<file path="config.mk">
export PLATFORM = sky130hd
export DESIGN_NAME = adaptive_binarizer
export DESIGN_NICKNAME = d
export VERILOG_FILES = /design/src/rtl/adaptive_binarizer.sv
export SDC_FILE = /design/constraint.sdc
export NUM_CORES = 1
export LEC_CHECK = 0
export BUFFER_PORTS_ARGS = -buffer_cell sky130_fd_sc_hd__buf_2
export CORE_MARGIN = 2
export CORE_UTILIZATION = 45
export CTS_CLUSTER_SIZE = 16
export DETAILED_ROUTE_END_ITERATION = 8
export PLACE_DENSITY = 0.67
export SLEW_MARGIN = 25
export SYNTH_ARGS = -nofsm -noshare
export SYNTH_HDL_FRONTEND = slang
export SYNTH_SLANG_ARGS = --single-unit
</file>
<file path="constraint.sdc">
create_clock -name clock_i -period 2.8 [get_ports clock_i]
set_clock_uncertainty 0.15 [all_clocks]
set_input_delay 0.28 -clock clock_i [delete_from_list [all_inputs] [get_ports clock_i]]
set_output_delay 0.28 -clock clock_i [all_outputs]
set_load 0.005 [all_outputs]
</file>
<file path="src/rtl/adaptive_binarizer.sv">
// -----------------------------------------------------------------------------
// adaptive_binarizer
//   Frame scanner/comparator that sits after the pixel ROM and threshold_rom.
//   A single shared read address walks the frame in row-major order. Each
//   returned pixel is compared with its local threshold, and the 1-bit result
//   goes out on a valid/ready stream together with its x/y coordinates.
//
//   At most two pixels are ever buffered or in flight. Because of that, no
//   pixel is dropped or duplicated, whatever pattern out_ready_i follows.
//
// Optional feature (compile-time macro):
//   BINARIZE_OFFSET_EN  effective threshold = max(thr - OFFSET, 0);
//                       when undefined the raw threshold is used.
//
// Ports
//   clock_i      clock, all logic on posedge
//   reset_i      synchronous, active-high reset
//   start_i      begin a frame (only looked at in IDLE)
//   busy_o       high while scanning or draining
//   done_o       one-cycle pulse at frame end
//   rom_addr_o   shared read address to both ROMs (1-cycle sync read)
//   pix_q_i      pixel ROM data
//   thr_q_i      threshold ROM data
//   out_valid_o  output stream valid
//   out_ready_i  output stream ready
//   out_bit_o    1 = pixel above effective threshold
//   out_x_o      column of out_bit_o
//   out_y_o      row of out_bit_o
//   out_last_o   final pixel of the frame
// -----------------------------------------------------------------------------
module adaptive_binarizer #(
  parameter int IMG_W  = 256,
  parameter int IMG_H  = 256,
  parameter int ADDR_W = 16,
  parameter int DATA_W = 8,
  parameter int OFFSET = 4
) (
  input  logic                      clock_i,
  input  logic                      reset_i,
  input  logic                      start_i,
  output logic                      busy_o,
  output logic                      done_o,
  output logic [ADDR_W-1:0]         rom_addr_o,
  input  logic [DATA_W-1:0]         pix_q_i,
  input  logic [DATA_W-1:0]         thr_q_i,
  output logic                      out_valid_o,
  input  logic                      out_ready_i,
  output logic                      out_bit_o,
  output logic [$clog2(IMG_W)-1:0]  out_x_o,
  output logic [$clog2(IMG_H)-1:0]  out_y_o,
  output logic                      out_last_o
);

  localparam int XW = $clog2(IMG_W);
  localparam int YW = $clog2(IMG_H);
  localparam logic [XW-1:0] X_MAX = XW'(IMG_W - 1);
  localparam logic [YW-1:0] Y_MAX = YW'(IMG_H - 1);

  // Reject configurations whose frame cannot be addressed.
  if ((IMG_W * IMG_H) > (2 ** ADDR_W) || OFFSET < 0) begin : g_bad_cfg
    $error("adaptive_binarizer: invalid IMG_W/IMG_H/ADDR_W/OFFSET");
  end

  // state   | meaning
  // S_IDLE  | waiting for start_i, address parked at 0
  // S_RUN   | issuing reads, one per cycle when buffer space allows
  // S_DRAIN | last address issued, emptying buffer and in-flight read
  // S_DONE  | one-cycle done pulse, then back to idle
  typedef enum logic [1:0] {S_IDLE, S_RUN, S_DRAIN, S_DONE} state_e;

  state_e state_q, state_d;

  // Coordinates and address of the next pixel to be issued
  logic [ADDR_W-1:0] addr_q, addr_d;
  logic [XW-1:0]     x_q, x_d;
  logic [YW-1:0]     y_q, y_d;

  // Read in flight: metadata travels alongside the 1-cycle ROM latency
  logic              inflight_q, inflight_d;
  logic [XW-1:0]     if_x_q;
  logic [YW-1:0]     if_y_q;
  logic              if_last_q;

  // 2-entry output FIFO
  logic [1:0]        fifo_bit_q;
  logic [XW-1:0]     fifo_x_q [2];
  logic [YW-1:0]     fifo_y_q [2];
  logic [1:0]        fifo_last_q;
  logic              wr_ptr_q, rd_ptr_q;
  logic [1:0]        count_q, count_d;

  logic              push, pop, issue, issue_last, pix_gt;
  logic [DATA_W-1:0] eff_thr;

`ifdef BINARIZE_OFFSET_EN
  // Extra bit catches the borrow so the threshold saturates at zero.
  logic [DATA_W:0] thr_diff;
  assign thr_diff = {1'b0, thr_q_i} - (DATA_W+1)'(OFFSET);
  assign eff_thr  = thr_diff[DATA_W] ? '0 : thr_diff[DATA_W-1:0];
`else
  assign eff_thr  = thr_q_i;
`endif

  assign pix_gt      = pix_q_i > eff_thr;

  assign out_valid_o = (count_q != 2'd0);
  assign pop         = out_valid_o & out_ready_i;
  assign push        = inflight_q;
  assign count_d     = count_q + {1'b0, push} - {1'b0, pop};

  // Keep buffered plus outstanding pixels at or below two, counting the
  // slot freed by a pop in this same cycle.
  assign issue       = (state_q == S_RUN) &&
                       (({1'b0, count_q} + {2'b0, inflight_q}) < (3'd2 + {2'b0, pop}));
  assign issue_last  = (x_q == X_MAX) && (y_q == Y_MAX);
  assign inflight_d  = issue;

  always_comb begin
    state_d = state_q;
    addr_d  = addr_q;
    x_d     = x_q;
    y_d     = y_q;
    case (state_q)
      S_IDLE: begin
        if (start_i) state_d = S_RUN;
      end
      S_RUN: begin
        if (issue) begin
          if (issue_last) begin
            // Address stays on the final pixel until the frame completes.
            state_d = S_DRAIN;
          end else begin
            addr_d = addr_q + ADDR_W'(1);
            if (x_q == X_MAX) begin
              x_d = '0;
              y_d = y_q + YW'(1);
            end else begin
              x_d = x_q + XW'(1);
            end
          end
        end
      end
      S_DRAIN: begin
        // No issues here, so an empty FIFO next cycle means nothing is left.
        if (count_d == 2'd0) state_d = S_DONE;
      end
      S_DONE: begin
        state_d = S_IDLE;
        addr_d  = '0;
        x_d     = '0;
        y_d     = '0;
      end
      default: state_d = S_IDLE;
    endcase
  end

  always_ff @(posedge clock_i) begin
    if (reset_i) begin
      state_q     <= S_IDLE;
      addr_q      <= '0;
      x_q         <= '0;
      y_q         <= '0;
      inflight_q  <= 1'b0;
      if_x_q      <= '0;
      if_y_q      <= '0;
      if_last_q   <= 1'b0;
      fifo_bit_q  <= '0;
      fifo_x_q[0] <= '0;
      fifo_x_q[1] <= '0;
      fifo_y_q[0] <= '0;
      fifo_y_q[1] <= '0;
      fifo_last_q <= '0;
      wr_ptr_q    <= 1'b0;
      rd_ptr_q    <= 1'b0;
      count_q     <= '0;
    end else begin
      state_q    <= state_d;
      addr_q     <= addr_d;
      x_q        <= x_d;
      y_q        <= y_d;
      inflight_q <= inflight_d;
      count_q    <= count_d;
      if (issue) begin
        if_x_q    <= x_q;
        if_y_q    <= y_q;
        if_last_q <= issue_last;
      end
      if (push) begin
        fifo_bit_q[wr_ptr_q]  <= pix_gt;
        fifo_x_q[wr_ptr_q]    <= if_x_q;
        fifo_y_q[wr_ptr_q]    <= if_y_q;
        fifo_last_q[wr_ptr_q] <= if_last_q;
        wr_ptr_q              <= ~wr_ptr_q;
      end
      if (pop) rd_ptr_q <= ~rd_ptr_q;
    end
  end

  assign busy_o     = (state_q == S_RUN) || (state_q == S_DRAIN);
  assign done_o     = (state_q == S_DONE);
  assign rom_addr_o = addr_q;

  // Head entry drives the stream; outputs read as zero while empty.
  assign out_bit_o  = out_valid_o & fifo_bit_q[rd_ptr_q];
  assign out_x_o    = out_valid_o ? fifo_x_q[rd_ptr_q] : '0;
  assign out_y_o    = out_valid_o ? fifo_y_q[rd_ptr_q] : '0;
  assign out_last_o = out_valid_o & fifo_last_q[rd_ptr_q];

endmodule

</file>
Yosys cells after proc, flatten, opt, wreduce, memory -nomap -nowiden
Memory sizes are Yosys's and may differ from the RTL's. A register that Yosys moved wholly into a read port is not among the register bits.
Index checks and enable logic that the tools add are counted.
{"block": "totals", "reg_bits": 60, "mem_bits_rw": 32, "input_bits": 20, "output_inout_bits": 37, "word_cells": 97, "memories": 2}
{"block": "op_classes", "n_addsub": 7, "magnitude_cmp": 5, "eq_ne": 11, "mux": 41, "n_bitwise": 5, "n_reduce_logical": 13}
{"memory": "fifo_x_q", "depth": 2, "width": 8, "rd": 1, "rd_ports_with_merged_regs": 1, "wr": 2, "line_no": "86", "source": "logic [XW-1:0] fifo_x_q [2];"}
{"memory": "fifo_y_q", "depth": 2, "width": 8, "rd": 1, "rd_ports_with_merged_regs": 1, "wr": 2, "line_no": "87", "source": "logic [YW-1:0] fifo_y_q [2];"}
{"op": "$mux 8", "n": 10}
{"op": "$mux 16", "n": 2}
{"op": "$pmux 16 s2", "n": 1}
{"op": "$pmux 8 s2", "n": 2}
{"op": "$mux 1", "n": 18}
{"op": "$add 16x1->16 const B", "n": 1}
{"op": "$add 8x1->8 const B", "n": 2}
{"op": "$eq 8x8->1 const B", "n": 2}
{"op": "$reduce_or 8->1", "n": 2}
{"op": "$ne 2x2->1 const B", "n": 5}
{"op": "$gt 8x8->1", "n": 1}
{"op": "$mux 2", "n": 4}
{"op": "$pmux 2 s4", "n": 1}
{"op": "$reduce_and 4->1", "n": 2}
{"op": "$bwmux 2", "n": 2}
{"op": "$eq 2x2->1 const B", "n": 2}
{"op": "$logic_not 2->1", "n": 2}
{"op": "$lt 1x2->1 const B", "n": 2}
{"op": "$reduce_bool 2->1", "n": 2}
{"op": "$add 2x1->3", "n": 1}
{"op": "$add 2x1->3 const A", "n": 1}
{"op": "$and 1x1->1", "n": 3}
{"op": "$logic_and 1x1->1", "n": 3}
{"op": "$lt 3x3->1", "n": 1}
{"op": "other kinds (9)", "n": 10}

Longest topological paths before layout
{"block": "depth", "ltp_word": 7, "ltp_mapped": 11}

Least setup slack after synthesis
OpenSTA, ideal clock, no wires.
{"block": "synth_path", "path_type": "register to register", "startpoint": "register inflight_q", "endpoint": "register addr_q[11] (netlist: rom_addr_o[11])", "setup_ns": 0.062, "t_arrival_ns": 2.507, "slack_ns": 0.080, "stages_incl_launch_ff": 9, "n_path_buf": 1, "synth_period_minus_slack_ns": 2.720, "path_cell_list": "dfxtp_1 > ha_1 > ha_1 > o21a_1 > or3b_1 > buf_2 > or4_4 > or4_1 > nand3_1"}
{"block": "synth_between", "elab_chain_cells": 5}
{"item": "start: declaration", "line_no": "79", "source": "logic inflight_q, inflight_d;"}
{"item": "start signal: assignment", "line_no": "181", "source": "inflight_q <= inflight_d;"}
{"item": "$add 2x1->3", "line_no": "114", "source": "(({1'b0, count_q} + {2'b0, inflight_q}) < (3'd2 + {2'b0, pop}));"}
{"item": "$lt 3x3->1", "line_no": "114"}
{"item": "$logic_and 1x1->1", "line_no": "113", "source": "assign issue = (state_q == S_RUN) &&"}
{"item": "$ne 2x2->1 (no source line)"}
{"item": "$reduce_and 3->1 (no source line)"}
{"item": "end signal: assignment", "line_no": "178", "source": "addr_q <= addr_d;"}
{"item": "end: declaration", "line_no": "74", "source": "logic [ADDR_W-1:0] addr_q, addr_d;"}
Every way passes these cells.
A chain may end at the register's enable or synchronous reset.

Worst setup path after layout
{"block": "layout_path", "startpoint": "register count_q[0]", "endpoint": "register addr_q[11] (netlist: rom_addr_o[11])"}
{"block": "layout_between", "elab_chain_cells": 7, "elab_cells_between_ends": 8, "classes_between": "2 x add/sub; 1 x order compare; 1 x eq/ne; 1 x bitwise; 3 x reduce/logical"}
{"item": "start: declaration", "line_no": "90", "source": "logic [1:0] count_q, count_d;"}
{"item": "start signal: assignment", "line_no": "182", "source": "count_q <= count_d;"}
{"item": "$reduce_bool 2->1", "line_no": "106", "source": "assign out_valid_o = (count_q != 2'd0);"}
{"item": "$and 1x1->1", "line_no": "107", "source": "assign pop = out_valid_o & out_ready_i;"}
{"item": "$add 2x1->3", "line_no": "114"}
{"item": "$lt 3x3->1 *", "line_no": "114"}
{"item": "$logic_and 1x1->1 *", "line_no": "113"}
{"item": "$ne 2x2->1 (no source line) *"}
{"item": "$reduce_and 3->1 (no source line) *"}
Mark *: on every way between the ends. The rest lies on a longest branch, timed or not.

==> results.json <==
{
  "pwr_density_cell_nw_per_um2": 668,
  "start_kind": "flop",
  "postLayoutCellArea_um2": 5170,
  "insertedDiodeCount": 0,
  "track_usage_pct": 17.3,
  "slowest_stage": "or4_4",
  "crit_chain": "ha_1, ha_1, o21a_1, or3b_1, or4_4, or4_1, nand3_1",
  "grt_remaining_overflow": 0,
  "crit_family": "simple AND/OR/NAND/NOR gates",
  "rsz0062_at_grt": "false",
  "numCtsBuffers": 9,
  "final.period_utilization_pct": 95.2,
  "cts_setup_buffers": 0,
  "ys.flop_type": "dfxtp_1",
  "ys_types": 49,
  "fin_nets": 580,
  "grt_max_degree": 33,
  "gp_congestion": 0.900,
  "cts_root_buf": "clkbuf_8",
  "grt_pass1_wl_mm": 15.5,
  "vias": 3599,
  "synth-edff-count": 32,
  "timing.critical_path.buf_inv": 0,
  "final.min_clock_period_ps": 2670,
  "async_flop_share_pct": 0,
  "hold_viol": 0,
  "io_pins": 57,
  "layout_common_cells": "dfxtp_1 (61), buf_2 (56), nand2_1 (53)",
  "synth.largest_area_cell": "dfxtp_1",
  "fmax_ghz": 0.375,
  "p_switching_mw": 1.13,
  "power_frac_clock_pct": 27.5,
  "clk_pin_slew_ps": 100,
  "slew_headroom_pct": 35.6,
  "drive_gt1_share_pct": 17.2,
  "yosys_warnings": 0,
  "antenna_found_initial": 0,
  "switching_share_pct": 32.7,
  "cts_tree": "built",
  "dp_slack_ps": 161,
  "ys_ff_latch": 93,
  "chipWidth_um": 104,
  "hold_path.class": "input port to flop",
  "worst_pin_slew_ps": 966,
  "clock_latency_ps": 360,
  "htreeDepth": 3,
  "layout_commonest_cell": "dfxtp_1",
  "slowest_delay_ps": 560,
  "place_area_um2": 4960,
  "drtAntennaViolNets": 0,
  "dr.pass1.iters": 5,
  "grt_pass1_vias": 3403,
  "critPathRequiredTime_ps": 2950,
  "drc": 0,
  "syn_area_um2": 4460,
  "critPathKind": "flop to flop",
  "finalMaxSlewViolations": 0,
  "yosysTopAreaCellShare_pct": 27.4,
  "synth_area_per_cell_um2": 9.31,
  "die-area_um2": 10700,
  "crit_fanout": 4,
  "post_cts_resized": 0,
  "worst_ep_arrival_time_ps": 2810,
  "syn_inst": 479,
  "dpl.hpwl_mm": 6.35,
  "drv_cap": 0,
  "synth_area_leaders": "dfxtp_1 (27%), edfxtp_1 (22%), ha_1 (5.3%)",
  "drt_iter0_markers": 147,
  "initial_core_util_pct": 46.1,
  "status": "completed",
  "routedWlPerCell_um": 13.2,
  "chipHeight_um": 104,
  "ir_drop_uv": 263,
  "synth_nets": 518,
  "ctsHoldBuffers": 0,
  "cts_sinks": 93,
  "fp-row-count": 36,
  "worst_slack_ps": 135,
  "wirelength_mm": 8.95,
  "vias_per_cell": 5.30,
  "setup_viol_count_final": 0,
  "core_area_um2": 9680,
  "tns_ps": 0,
  "clk_path_buf_depth": 2,
  "power_frac_seq_pct": 46.0,
  "p_comb_share_pct": 26.5,
  "area_delta_synth_final_pct": 15.8,
  "port_buffers": 56,
  "synth-seq-area-share_pct": 48.9,
  "cp-end-kind": "flop",
  "p_int_mw": 2.32,
  "power.leakage_nw": 2.18,
  "crit_top_cell": "ha_1"
}
## path summary, 6_finish.rpt
kind                             startpoint              to  slack, ps  depth (start not counted)
worst min register to register    if_x_q[6]       if_x_q[6]        320                          2
worst min-delay path            out_ready_i        rd_ptr_q        130                          4
worst max-delay path             count_q[0]  rom_addr_o[11]        130                          7
worst max register to register   count_q[0]  rom_addr_o[11]        130                          7
## metal layers
metal  track usage [%]  wire length, µm  vias to the layer above
li1                  -                -                     1829
met1              21.3             4130                     1677
met2              30.6             4360                       85
met3              3.40              371                        8
met4              5.50               89                        0
met5                 0                0                        -
## synthesized netlist by cell type (5+ instances only)
cell type / count
dfxtp_1: 61
nand2_1: 53
nor2_1: 48
a21oi_1: 38
and2_1: 33
edfxtp_1: 32
inv_1: 22
mux2i_1: 20
ha_1: 19
clkbuf_1: 16
nand3_1: 16
o21ai_0: 15
nor3_1: 13
and3_1: 8
nand4_1: 6
o211a_1: 5
o211ai_1: 5
or4_1: 5
## per-stage QoR
stage / util (%) / std cells / total power, mW / hold slack, ps
final: 53.4 / 679 / 3.45 / 133
after detailed placement: 51.2 / 663 / 2.55 / 303
after global placement: 51.2 / 663 / 2.52 / 300
after global routing: 53.4 / 679 / 3.65 / 156
after floorplan: - / 479 / 2.21 / 290
after CTS: 53.4 / 679 / 3.49 / 126
## final cells by class
cell class,instances,area (µm²)
fill,898,4520
sequential,93,2180
multi-input combinational,344,2120
timing repair buffer,71,405
tap,133,166
clock buffer,9,124
clock inverter,7,87.6
inverter,22,82.6
## worst min-delay path, stage by stage
cell	delay, ps
buf_2	110
o21ai_2	80
xor2_1	80
nor2_1	70
## power groups by stage
stage / logic [mW] / registers [mW] / clock network (mW)
final: 0.916 / 1.59 / 0.948
after global routing: 1.02 / 1.60 / 1.02
after CTS: 0.932 / 1.59 / 0.970
after detailed placement: 0.927 / 1.62 / 0
after global placement: 0.907 / 1.61 / 0
after floorplan: 0.611 / 1.60 / 0
## cells by family (layout without fill, tap and decap cells)
kind of cell | count (synthesis) | in the layout | synth area share (%)
buffers and inverters | 42 | 109 | 3.56
xor gates and xnor gates | 4 | 4 | 0.786
DFF | 93 | 93 | 48.9
muxes | 21 | 21 | 4.74
and+or+nand+nor | 203 | 203 | 22.7
adders and majority gates | 19 | 19 | 5.33
AOI/OAI and AO/OA | 97 | 97 | 13.9
## state kept, by name (all words and copies together), names as in the netlist, named ones only
signal,flops
rom_addr_o,16
rd_ptr_q,1
wr_ptr_q,1
count_q,2
state_q,2
x_q,8
fifo_x_q,16
if_x_q,8
y_q,8
fifo_y_q,16
inflight_q,1
fifo_last_q,2
if_y_q,8
if_last_q,1
fifo_bit_q,2
(Power assumes the default switching activity.)
